$ cat src/rtl/gbp_pkt_parser_pkg.sv
// Shared constants and types for the Game Boy printer link-layer parser.
// Holds the magic and ID bytes, command codes, status bit positions and the FSM state enum.
package gbp_pkg;

  localparam logic [7:0] MAGIC_1    = 8'h88;
  localparam logic [7:0] MAGIC_2    = 8'h33;
  localparam logic [7:0] DEVICE_ID  = 8'h81;

  localparam logic [7:0] CMD_INIT   = 8'h01;
  localparam logic [7:0] CMD_PRINT  = 8'h02;
  localparam logic [7:0] CMD_DATA   = 8'h04;
  localparam logic [7:0] CMD_STATUS = 8'h0F;

  localparam int SB_CHK_ERR = 0;
  localparam int SB_BUSY    = 1;
  localparam int SB_UNPROC  = 3;
  localparam int SB_PKT_ERR = 4;

  typedef enum logic [3:0] {
    ST_IDLE,
    ST_MAGIC2,
    ST_CMD,
    ST_COMP,
    ST_LENL,
    ST_LENH,
    ST_DATA,
    ST_CHKL,
    ST_CHKH,
    ST_ACK,
    ST_STAT
  } state_e;

endpackage

$ cat src/rtl/gbp_pkt_parser_if.sv
// Bundles the SPI byte link, payload stream and packet/status reporting of the parser.
// The master modport is the parser itself; the slave modport is its surroundings.
interface gbp_pkt_parser_if #(parameter int IDX_W = 10);
  logic [7:0]       rx_dout;
  logic             rx_en;
  logic             print_busy;
  logic [7:0]       tx_din;
  logic [7:0]       data_out;
  logic             data_en;
  logic [IDX_W-1:0] data_idx;
  logic [7:0]       pkt_cmd;
  logic [15:0]      pkt_len;
  logic             pkt_done;
  logic [7:0]       status;

  modport master (
    input  rx_dout, rx_en, print_busy,
    output tx_din, data_out, data_en, data_idx, pkt_cmd, pkt_len, pkt_done, status
  );

  modport slave (
    output rx_dout, rx_en, print_busy,
    input  tx_din, data_out, data_en, data_idx, pkt_cmd, pkt_len, pkt_done, status
  );
endinterface

$ cat src/rtl/gbp_pkt_parser_timeout.sv
// Saturating inter-byte idle counter; strobes timeout_o in the cycle it reaches TIMEOUT_CYC.
// A received byte clears the counter and suppresses the strobe in the same cycle.
module gbp_timeout #(
  parameter int TIMEOUT_CYC = 7373
) (
  input  logic clk,
  input  logic srst,
  input  logic rx_en_i,
  output logic timeout_o
);

  localparam int CW = $clog2(TIMEOUT_CYC + 1);
  localparam logic [CW-1:0] LIMIT    = CW'(TIMEOUT_CYC);
  localparam logic [CW-1:0] LIMIT_M1 = CW'(TIMEOUT_CYC - 1);

  logic [CW-1:0] cnt_q, cnt_d;

  always_comb begin
    cnt_d = cnt_q;
    if (rx_en_i)
      cnt_d = '0;
    else if (cnt_q != LIMIT)
      cnt_d = cnt_q + 1'b1;
  end

  always_ff @(posedge clk or posedge srst) begin
    if (srst) cnt_q <= '0;
    else      cnt_q <= cnt_d;
  end

  assign timeout_o = !rx_en_i && (cnt_q == LIMIT_M1);

endmodule

$ cat src/rtl/gbp_pkt_parser.sv
// Game Boy printer packet parser: frames bytes from spi_slv, streams payload to RAM,
// checks the 16-bit additive checksum and drives the device-ID/status reply bytes.
module gbp_pkt_parser
  import gbp_pkg::*;
#(
  parameter int MAX_LEN     = 640,
  parameter int TIMEOUT_CYC = 7373,
  parameter int IDX_W       = 10
) (
  input logic            clk,
  input logic            srst,
  gbp_pkt_parser_if.master pif
);

  state_e           state_q, state_d;
  logic [15:0]      csum_q, csum_d;
  logic [15:0]      cnt_q, cnt_d;
  logic [15:0]      len_q, len_d;
  logic [7:0]       cmd_q, cmd_d;
  logic [7:0]       lenl_q, lenl_d;
  logic [7:0]       chkl_q, chkl_d;
  logic             len_err_q, len_err_d;
  logic [7:0]       tx_q, tx_d;
  logic [7:0]       dout_q, dout_d;
  logic             den_q, den_d;
  logic [IDX_W-1:0] idx_q, idx_d;
  logic [7:0]       pcmd_q, pcmd_d;
  logic [15:0]      plen_q, plen_d;
  logic             pdone_q, pdone_d;
  logic [7:0]       stat_q, stat_d;
  logic             timeout;
  logic             chk_err;

  gbp_timeout #(.TIMEOUT_CYC(TIMEOUT_CYC)) u_timeout (
    .clk       (clk),
    .srst      (srst),
    .rx_en_i   (pif.rx_en),
    .timeout_o (timeout)
  );

  always_comb begin
    state_d   = state_q;
    csum_d    = csum_q;
    cnt_d     = cnt_q;
    len_d     = len_q;
    cmd_d     = cmd_q;
    lenl_d    = lenl_q;
    chkl_d    = chkl_q;
    len_err_d = len_err_q;
    tx_d      = tx_q;
    dout_d    = dout_q;
    den_d     = 1'b0;
    idx_d     = idx_q;
    pcmd_d    = pcmd_q;
    plen_d    = plen_q;
    pdone_d   = 1'b0;
    stat_d    = stat_q;
    stat_d[SB_BUSY] = pif.print_busy;
    chk_err   = ({pif.rx_dout, chkl_q} != csum_q) || len_err_q;

    if (pif.rx_en) begin
      tx_d = 8'h00;
      unique case (state_q)
        ST_IDLE:   if (pif.rx_dout == MAGIC_1) state_d = ST_MAGIC2;
        ST_MAGIC2: begin
          if (pif.rx_dout == MAGIC_2) begin
            state_d = ST_CMD;
            csum_d  = '0;
          end else if (pif.rx_dout != MAGIC_1) begin
            state_d = ST_IDLE;
          end
        end
        ST_CMD: begin
          cmd_d   = pif.rx_dout;
          csum_d  = csum_q + {8'h00, pif.rx_dout};
          state_d = ST_COMP;
        end
        ST_COMP: begin
          csum_d  = csum_q + {8'h00, pif.rx_dout};
          state_d = ST_LENL;
        end
        ST_LENL: begin
          lenl_d  = pif.rx_dout;
          csum_d  = csum_q + {8'h00, pif.rx_dout};
          state_d = ST_LENH;
        end
        ST_LENH: begin
          len_d     = {pif.rx_dout, lenl_q};
          len_err_d = {pif.rx_dout, lenl_q} > 16'(MAX_LEN);
          csum_d    = csum_q + {8'h00, pif.rx_dout};
          cnt_d     = '0;
          state_d   = ({pif.rx_dout, lenl_q} == 16'd0) ? ST_CHKL : ST_DATA;
        end
        ST_DATA: begin
          dout_d = pif.rx_dout;
          idx_d  = cnt_q[IDX_W-1:0];
          den_d  = !len_err_q;
          csum_d = csum_q + {8'h00, pif.rx_dout};
          cnt_d  = cnt_q + 16'd1;
          if (cnt_q == len_q - 16'd1) state_d = ST_CHKL;
        end
        ST_CHKL: begin
          chkl_d  = pif.rx_dout;
          state_d = ST_CHKH;
        end
        ST_CHKH: begin
          stat_d[SB_CHK_ERR] = chk_err;
          if (len_err_q) stat_d[SB_PKT_ERR] = 1'b1;
          if (!chk_err) begin
            pcmd_d  = cmd_q;
            plen_d  = len_q;
            pdone_d = 1'b1;
            if (cmd_q == CMD_INIT) begin
              stat_d[SB_UNPROC]  = 1'b0;
              stat_d[SB_PKT_ERR] = 1'b0;
            end else if (cmd_q == CMD_PRINT) begin
              stat_d[SB_UNPROC] = 1'b0;
            end else if (cmd_q == CMD_DATA && len_q != 16'd0) begin
              stat_d[SB_UNPROC] = 1'b1;
            end
          end
          tx_d    = DEVICE_ID;
          state_d = ST_ACK;
        end
        ST_ACK: begin
          tx_d    = stat_d;
          state_d = ST_STAT;
        end
        ST_STAT:   state_d = ST_IDLE;
        default:   state_d = ST_IDLE;
      endcase
    end else if (timeout && state_q != ST_IDLE) begin
      // Host went silent mid-packet: drop it and resync on the next magic.
      state_d = ST_IDLE;
      tx_d    = 8'h00;
    end
  end

  always_ff @(posedge clk or posedge srst) begin
    if (srst) begin
      state_q   <= ST_IDLE;
      csum_q    <= '0;
      cnt_q     <= '0;
      len_q     <= '0;
      cmd_q     <= '0;
      lenl_q    <= '0;
      chkl_q    <= '0;
      len_err_q <= 1'b0;
      tx_q      <= '0;
      dout_q    <= '0;
      den_q     <= 1'b0;
      idx_q     <= '0;
      pcmd_q    <= '0;
      plen_q    <= '0;
      pdone_q   <= 1'b0;
      stat_q    <= '0;
    end else begin
      state_q   <= state_d;
      csum_q    <= csum_d;
      cnt_q     <= cnt_d;
      len_q     <= len_d;
      cmd_q     <= cmd_d;
      lenl_q    <= lenl_d;
      chkl_q    <= chkl_d;
      len_err_q <= len_err_d;
      tx_q      <= tx_d;
      dout_q    <= dout_d;
      den_q     <= den_d;
      idx_q     <= idx_d;
      pcmd_q    <= pcmd_d;
      plen_q    <= plen_d;
      pdone_q   <= pdone_d;
      stat_q    <= stat_d;
    end
  end

  assign pif.tx_din   = tx_q;
  assign pif.data_out = dout_q;
  assign pif.data_en  = den_q;
  assign pif.data_idx = idx_q;
  assign pif.pkt_cmd  = pcmd_q;
  assign pif.pkt_len  = plen_q;
  assign pif.pkt_done = pdone_q;
  assign pif.status   = stat_q;

endmodule

$ cat src/flat_wrapper.sv
// flat-port wrapper written by rule: the top's interface ports become plain ports
module gbp_pkt_parser_flat import gbp_pkg::*;
#(
  parameter int MAX_LEN     = 640,
  parameter int TIMEOUT_CYC = 7373,
  parameter int IDX_W       = 10
)
  (clk, srst, pif_rx_dout, pif_rx_en, pif_print_busy, pif_tx_din, pif_data_out, pif_data_en, pif_data_idx, pif_pkt_cmd, pif_pkt_len, pif_pkt_done, pif_status);
  gbp_pkt_parser_if #(.IDX_W(IDX_W)) pif_i ();
  input logic clk;
  input logic srst;
  input wire logic [$bits(pif_i.rx_dout)-1:0] pif_rx_dout;
  input wire logic [$bits(pif_i.rx_en)-1:0] pif_rx_en;
  input wire logic [$bits(pif_i.print_busy)-1:0] pif_print_busy;
  output wire logic [$bits(pif_i.tx_din)-1:0] pif_tx_din;
  output wire logic [$bits(pif_i.data_out)-1:0] pif_data_out;
  output wire logic [$bits(pif_i.data_en)-1:0] pif_data_en;
  output wire logic [$bits(pif_i.data_idx)-1:0] pif_data_idx;
  output wire logic [$bits(pif_i.pkt_cmd)-1:0] pif_pkt_cmd;
  output wire logic [$bits(pif_i.pkt_len)-1:0] pif_pkt_len;
  output wire logic [$bits(pif_i.pkt_done)-1:0] pif_pkt_done;
  output wire logic [$bits(pif_i.status)-1:0] pif_status;
  assign pif_i.rx_dout = pif_rx_dout;
  assign pif_i.rx_en = pif_rx_en;
  assign pif_i.print_busy = pif_print_busy;
  assign pif_tx_din = pif_i.tx_din;
  assign pif_data_out = pif_i.data_out;
  assign pif_data_en = pif_i.data_en;
  assign pif_data_idx = pif_i.data_idx;
  assign pif_pkt_cmd = pif_i.pkt_cmd;
  assign pif_pkt_len = pif_i.pkt_len;
  assign pif_pkt_done = pif_i.pkt_done;
  assign pif_status = pif_i.status;
  gbp_pkt_parser #(.MAX_LEN(MAX_LEN), .TIMEOUT_CYC(TIMEOUT_CYC), .IDX_W(IDX_W)) u_core (.clk(clk), .srst(srst), .pif(pif_i));
endmodule
$ cat config.mk
export PLATFORM = sky130hd
export DESIGN_NAME = gbp_pkt_parser_flat
export DESIGN_NICKNAME = d
export VERILOG_FILES = /design/src/rtl/gbp_pkt_parser_pkg.sv /design/src/rtl/gbp_pkt_parser_if.sv /design/src/rtl/gbp_pkt_parser_timeout.sv /design/src/rtl/gbp_pkt_parser.sv /design/src/flat_wrapper.sv
export SDC_FILE = /design/constraint.sdc
export NUM_CORES = 1
export LEC_CHECK = 0
export ABC_AREA = 1
export CAP_MARGIN = 25
export CORE_MARGIN = 2
export CORE_UTILIZATION = 58
export DETAILED_ROUTE_END_ITERATION = 10
export GPL_TIMING_DRIVEN = 0
export HOLD_SLACK_MARGIN = 0.1
export PLACE_DENSITY_LB_ADDON = 0.05
export SLEW_MARGIN = 0
export SYNTH_ARGS = -nofsm -noshare
export SYNTH_HDL_FRONTEND = slang
export SYNTH_HIERARCHICAL = 1
export SYNTH_SLANG_ARGS = --single-unit
$ cat constraint.sdc
create_clock -name clk -period 6.4 [get_ports clk]
set_clock_uncertainty 0.2 [all_clocks]
set_input_delay 1.28 -clock clk [delete_from_list [all_inputs] [get_ports clk]]
set_output_delay 1.28 -clock clk [all_outputs]
set_load 0.03 [all_outputs]
### Word-level counts from Yosys, hierarchy flattened

Cells that the tools add are included.

| word-level totals | value |
|---|---|
| flip-flop bits (word level) | 146 |
| word-level logic and storage cells | 102 |
| bits of input ports | 12 |
| output and inout port bits | 60 |

| cells by class | value |
|---|---|
| bitwise logic cells | 1 |
| add/subtract/negate cells | 4 |
| magnitude comparators | 1 |
| reductions and logical operators | 27 |
| multiplexer cells | 27 |
| equal/unequal tests | 23 |

Operator list:

| operator | number |
|---|---|
| case mux 16 bit (2 select lines) | 2 |
| case mux 4 bit (10 select lines) | 1 |
| 2-to-1 mux 13 bit | 2 |
| 2-to-1 mux 4 bit | 6 |
| adder 16 x 1 -> 16 bit (second input constant) | 1 |
| adder 16 x 8 -> 16 bit | 1 |
| == test 16 bit | 1 |
| == test 4 x 3 -> 1 bit (second input constant) | 4 |
| greater-than comparator 16 x 10 -> 1 bit (second input constant) | 1 |
| logical NOT 16 bit | 1 |
| 2-to-1 mux 16 bit | 1 |
| 2-to-1 mux 8 bit | 2 |
| inequality test 16 bit | 1 |
| case mux 8 bit (2 select lines) | 1 |
| nonzero test 16 bit | 1 |
| subtractor 16 x 1 -> 16 bit (second input constant) | 1 |
| AND reduction 2 bit | 7 |
| adder 13 x 1 -> 13 bit (second input constant) | 1 |
| == test 13 bit (second input constant) | 1 |
| inequality test 13 bit (second input constant) | 1 |
| 2-to-1 mux 1 bit | 11 |
| == test 4 x 2 -> 1 bit (second input constant) | 2 |
| == test 4 bit (second input constant) | 2 |
| == test 8 x 1 -> 1 bit (second input constant) | 1 |
| 21 further kinds | 30 |

### Logic depth before layout (Yosys ltp)

| logic depth | value |
|---|---|
| depth after elaboration | 6 |
| mapped depth | 16 |
| gate-level depth less buffers | 16 |

### Hierarchy

The synthesis kept the hierarchy.

Modules (own cells, without submodules):

| module | cells each | times used | area each (um^2) |
|---|---|---|---|
| gbp_pkt_parser | 894 | 1 | 6,839.1 |
| gbp_timeout | 114 | 1 | 798.3 |

### Least setup slack after synthesis

OpenSTA, ideal clock, no wires.

| timing path | value |
|---|---|
| kind | in2reg |
| start | in pif_rx_dout[0] |
| end | reg u_core.csum_q[12] |
| path buffers | 0 |
| slack | 3,356 ps |
| stages on the path | 11 |
| data required time | 6,136 ps |
| data arrival time | 2,779 ps |
| setup time | 64 ps |
| cell sequence | ha_1 inv_1 fa_1 inv_1 nand2_1 o21ai_0 nand2_1 o211ai_1 nand3_1 a21oi_1 o21a_1 |

| between the ends | value |
|---|---|
| longest elaborated chain between the ends | 3 |

Ends and longest elaborated chain:

| element | RTL line | source |
|---|---|---|
| from (decl) | flat_wrapper.sv:12 | `input wire logic [$bits(pif_i.rx_dout)-1:0] pif_rx_dout;` |
| branches (longest 3 deep; another with adder 16 x 8 -> 16 bit) | - |  |
| to (signal assigned) | gbp_pkt_parser.sv:159 | `csum_q <= csum_d;` |
| to (decl) | gbp_pkt_parser.sv:16 | `logic [15:0] csum_q, csum_d;` |

Parallel ways; which one is timed is not known.
A chain may end at the register's enable or synchronous reset.

### Worst setup path after layout

Ends and elaborated chain as after synthesis.

==> impl_metrics.tcl <==
set metrics [dict create \
    post_synth_main_area_contributors "dfrtp_1 47%, nand2_1 14%, o21ai_0 6.0%" \
    cts_max_level 4 \
    synth.largest_area_cell "dfrtp_1" \
    internal_power_uw 2000 \
    synth.cells.most_frequent "278 x nand2_1, 143 x dfrtp_1, 119 x inv_1" \
    fmax_mhz 269 \
    share_of_the_clock_period_used_by_the_worst_path 0.581 \
    holdCritStartpoint "u_core/pif.data_idx[0]" \
    multi_input_area_um2 3450 \
    initial_antenna_violation_count 0 \
    numPortBuffers 64 \
    synth.most_common_cell "nand2_1" \
    synth.ff_latch_count 143 \
    detailedRoute.firstIterationViolations 724 \
    critical_path.slowest_cell "clkdlybuf4s50_1" \
    ys_types 47 \
    fill_cells 1083 \
    fin_crit_ns 3.72 \
    worst_slew_slack_as_a_fraction_of_its_limit 0.413 \
    finalWirelength_mm 20.0 \
    synth_edf_count 0 \
    grt.overflow.total 0 \
    fin_util 0.719 \
    setup.reg_to_reg.worst_slack_ns 3.78 \
    endpoint_required_time_on_the_critical_path_ns 6.57 \
    finalSetupViolations 0 \
    path_max_fanout 6 \
    core-area_um2 12700 \
    net-switching-power_uw 1160 \
    timing_worst_slew_pin_value_ns 0.873 \
    die_width_um 119 \
    min_path_type "flop to flop" \
    cp.arrival_ns 3.88 \
    category_of_the_most_critical_setup_path "input port to flop" \
    initial_util 0.600 \
    rsz0062_at_grt "no" \
    worst_hold_path.num_cells 2 \
    floorplan.rows 41 \
    syn_to_layout_area_delta_pct 19.7 \
    timing.max_cap.violations 0 \
    clock_sink_count 143 \
    wire_per_inst_um 15.6 \
    tritoncts.num_buffers 17 \
    post_synth.cell_area_avg_um2 7.58 \
    remaining_drc_errors 0 \
    post-layout-total-power_uw 3160 \
    clock_tree.buffer_depth 2 \
    postSynth.topFlopCell "dfrtp_1" \
    fp.dieArea_um2 14100 \
    finalHoldViolations 0 \
    cts-root-buf "clkbuf_16" \
    share_clk_of_total_power 0.317 \
    mappedNetlistArea_um2 7640 \
    grt_start_max_net_pins 99 \
    track_usage 0.301 \
    grt_pass1_wl_mm 33.6 \
    max-vdd-ir-drop_v 0.000237 \
    share_seq_of_total_power 0.381 \
    post_route_cells_drive_above_1_share 0.0657 \
    r2r-start "u_core/len_q[0]" \
    end_kind "flop" \
    synth_cells 1008 \
    postPlaceCellArea_um2 8550 \
    setup.worst_path.start_class "input port" \
    detailed_route_vias_per_instance 5.46 \
    gp_congestion 0.971 \
    antenna_violating_nets_post_route 0 \
    tritoncts "built" \
    num_vias 7005 \
    power_per_cell_area_nw_per_um2 345 \
    cts_resized 0 \
    cp_cell_sequence "clkdlybuf4s50_1, ha_1, inv_1, fa_1, inv_1, nand2_1, o21ai_0, nand2_1, o211ai_1, nand3_1, a21oi_1, o21a_1" \
    synth_largest_type_area_fraction 0.469 \
    r2r-end "u_core/state_q[3]" \
    nNetsFinal 1124 \
    first_global_vias 6845 \
    timing_max_transition_violations_final 0 \
    hold_end "u_core/pif.data_idx[0]" \
    async_reset_ff_frac 1.00 \
    p_comb_frac 0.302 \
    finish.instance_area_um2 9140 \
    top_level_ports 72 \
    ys_seq_area_frac 0.469 \
    post_cts_hold_buffer_count 0 \
    post-cts-setup-buffers 0 \
    whs_ns 0.271 \
    status "completed" \
    cp_slowest_stage_delay_ns 0.70 \
    ys.warnings.count 6 \
    power_leakage_uw 0.00440 \
    area.sequential_um2 3580 \
    sw_frac_of_total 0.368 \
    die_h_um 119 \
    timing.reg2reg.worst_path_depth 15 \
    drt_pre_antenna_iters 5 \
    insertion_delay_ns 0.43 \
    post-dp-hpwl_mm 14.6 \
    clk_pin_slew_ns 0.06 \
    antenna_cells 0 \
]
[cells in the final DEF (no fill, tap or decap), types with 3 or more instances in the layout]
cell | netlist | final
a31oi_1 | 4 | 4
a21oi_1 | 23 | 23
xor2_1 | 17 | 17
inv_6 | 0 | 3
clkbuf_1 | 17 | 20
inv_1 | 119 | 118
clkdlybuf4s50_1 | 0 | 64
buf_2 | 4 | 4
xnor2_1 | 4 | 4
clkbuf_8 | 0 | 4
nand2_2 | 3 | 3
nor2_1 | 101 | 101
nand3b_1 | 4 | 4
nor3_1 | 12 | 12
clkbuf_16 | 0 | 17
nand3_1 | 68 | 68
dfrtp_1 | 143 | 143
conb_1 | 1 | 7
ha_1 | 13 | 13
inv_2 | 10 | 10
nand4_1 | 20 | 20
buf_4 | 7 | 7
o21ai_1 | 11 | 11
nand2_1 | 278 | 278
o22ai_1 | 9 | 9
o21ai_0 | 91 | 91
o211ai_1 | 3 | 3
nor4_1 | 11 | 11
nor2_2 | 9 | 9
[power groups by stage]
stage	registers [uW]	clock network, uW	logic [uW]
after floorplan	1200	0	673
after global placement	1210	0	910
after detailed placement	1210	0	930
after CTS	1200	1010	941
after global routing	1220	1060	1080
final	1200	1000	953
[registers in the layout, indices dropped and copies added, names as in the netlist, 10 cells and up]
signal,cells
u_core/csum_q,16
u_core/pif.data_idx,10
u_core/u_timeout/cnt_q,13
u_core/len_q,16
u_core/cnt_q,16
u_core/pif.pkt_len,16
[layout make-up]
class                   instances  share of cell area
plain buffers                  29              0.0161
multi-input cells             712               0.377
flip-flops and latches        143               0.391
well taps                     172              0.0235
clock inverters                 8              0.0112
repair buffers                 65              0.0731
clock buffers                  24              0.0538
inverters                     130              0.0539
[per-layer routing]
| layer | part of all wire | vias to the layer above | wire length, um | global-route usage |
|---|---|---|---|---|
| met2 | 0.48 | 223 | 9650 | 0.490 |
| met3 | 0.056 | 38 | 1120 | 0.0545 |
| li1 | - | 3454 | - | - |
| met1 | 0.44 | 3290 | 8770 | 0.402 |
| met5 | 0 | - | 0 | 0 |
| met4 | 0.022 | 0 | 440 | 0.113 |
[how the worst max path moves through the flow]
stage	end	from	cells past startpoint
after floorplan	u_core/chkl_q[0]	srst	1
after global placement	u_core/pif.data_idx[2]	srst	2
after detailed placement	u_core/csum_q[12]	pif_rx_dout[0]	12
after CTS	u_core/csum_q[12]	pif_rx_dout[0]	12
after global routing	u_core/chkl_q[2]	pif_rx_en	6
final	u_core/csum_q[12]	pif_rx_dout[0]	12
[per-stage QoR]
stage	std cells	worst slack [ns]	setup TNS, ns
2_1_floorplan	1014	1.45	0
3_3_place_gp	1250	-0.423	-53.31
3_5_place_dp	1251	2.29	0
4_1_cts	1283	2.71	0
5_1_grt	1283	2.50	0
6_report	1283	2.68	0
[logic make-up after synthesis]
group / Yosys count / share of synthesized area
adder cells (fa/ha/maj): 14 / 0.0239
AO/OA/AOI/OAI: 155 / 0.112
AND/OR/NAND/NOR: 515 / 0.288
XOR/XNOR: 21 / 0.0241
flip-flops: 143 / 0.469
buffers and inverters: 159 / 0.0832
other: 1 / 0.000491
[critical path, delay by kind of cell]
family | cells | cell delay [ns]
and+or+nand+nor | 3 | 0.32
adders and majority gates | 2 | 0.65
AOI/OAI and AO/OA | 4 | 0.78
buffers and inverters | 3 | 0.85
Power figures use the tool's default switching activity.
==> variant, RTL diff (same flow settings) <==
Re-encode `state_e` (11 states) as one-hot, 11 bits wide.
--- a/src/rtl/gbp_pkt_parser_pkg.sv
+++ b/src/rtl/gbp_pkt_parser_pkg.sv
@@ -16,18 +16,18 @@
   localparam int SB_UNPROC  = 3;
   localparam int SB_PKT_ERR = 4;
 
-  typedef enum logic [3:0] {
-    ST_IDLE,
-    ST_MAGIC2,
-    ST_CMD,
-    ST_COMP,
-    ST_LENL,
-    ST_LENH,
-    ST_DATA,
-    ST_CHKL,
-    ST_CHKH,
-    ST_ACK,
-    ST_STAT
+  typedef enum logic [10:0] {
+    ST_IDLE   = 11'b00000000001,
+    ST_MAGIC2 = 11'b00000000010,
+    ST_CMD    = 11'b00000000100,
+    ST_COMP   = 11'b00000001000,
+    ST_LENL   = 11'b00000010000,
+    ST_LENH   = 11'b00000100000,
+    ST_DATA   = 11'b00001000000,
+    ST_CHKL   = 11'b00010000000,
+    ST_CHKH   = 11'b00100000000,
+    ST_ACK    = 11'b01000000000,
+    ST_STAT   = 11'b10000000000
   } state_e;
 
 endpackage
Formal check against the unedited RTL: same outputs for any inputs over 4 cycles, from zero or initial values and one cycle with srst high; so few cycles prove little.
==> variant against the original RTL <==
  * Clock power down 4%
  * Sequential cell count up 7
  * Area after synthesis up 8.1%
  * Sequential power down 8%
  * Total power down 18%
  * Global-route usage down 1.4 points
  * Routed wire length up 2.9%
  * Final cell count up 3.9%
  * Maximum frequency down 2.1%
  * Sequential share of layout area down 0.66 points
  * Count of clock-buffer cells in the layout down 3
  * Worst setup slack worse by 79 ps
  * Final area up 6.7%
  * Critical path depth down 2
==> variant: results <==
set metrics [dict create \
    layout.non_clock_inverters 132 \
    cp-startpoint "pif_rx_dout[2]" \
    drt_first_pass_iters 6 \
    timing_worst_slew_pin_value_ps 609 \
    register_area_share_after_synthesis_pct 45.5 \
    m1WireLength_um 8970 \
    grt_max_degree 87 \
    rr_endpoint "u_core/csum_q[9]$_DFFE_PP0P_" \
    wire_length_of_the_first_global_routing_pass_um 33400 \
    largest_cell_class "multi-input gates" \
    gr-usage-met1_pct 36.6 \
    nNetsFinal 1166 \
    outcome "finished, final reports clean" \
    power_report.internal_total_w 0.00179 \
    grtUsageTotal_pct 28.8 \
    detailroute.via_count 7244 \
    synth.distinct_cells 51 \
    dp_worst_setup_slack_ps 2240 \
    worst_hold_path.num_cells 1 \
    cp_top_family "compound AO/OA/AOI/OAI gates" \
    layout.non_clock_buffers 91 \
    place.detailed.hpwl_um 15400 \
    signal_buffer_area_fraction_pct 8.54 \
    grt_use_met3_pct 5.86 \
    max_stage_delay_ps 760 \
    worst_hold_startpoint "u_core/len_err_q$_DFFE_PP0P_" \
    wl_met3_um 871 \
    wirelength_um 20600 \
]
-- variant: through the flow --
stage | std cells | setup TNS (ps) | util [%] | total power [W] | instance area, sq um
after floorplan | 1056 | 0 | - | 0.00150 | 8280
after global placement | 1300 | -94030 | 65.9 | 0.00163 | 9150
after detailed placement | 1301 | 0 | 66.1 | 0.00165 | 9180
after CTS | 1333 | 0 | 70.3 | 0.00261 | 9760
after global routing | 1333 | 0 | 70.3 | 0.00274 | 9760
final | 1333 | 0 | 70.3 | 0.00260 | 9760
-- variant: cell families after synthesis --
family          Yosys count  synth area share [%]
mux                       5                 0.621
buf+inv                 158                  8.00
compound gates          151                  10.4
xor+xnor                 26                  2.76
simple gates            545                  30.5
other cells               1                0.0454
fa+ha+maj                14                  2.21
flops                   150                  45.5
-- variant: worst reg2reg max path, cell delays in order (launching register included) --
cell      delay [ps]
dfrtp_1          410
ha_1             340
a21oi_1          150
nand2_1          140
a21boi_0         420
o21ai_0          280
a21oi_1          310
o21bai_1         110
nand2_1           60
nor2_1            30
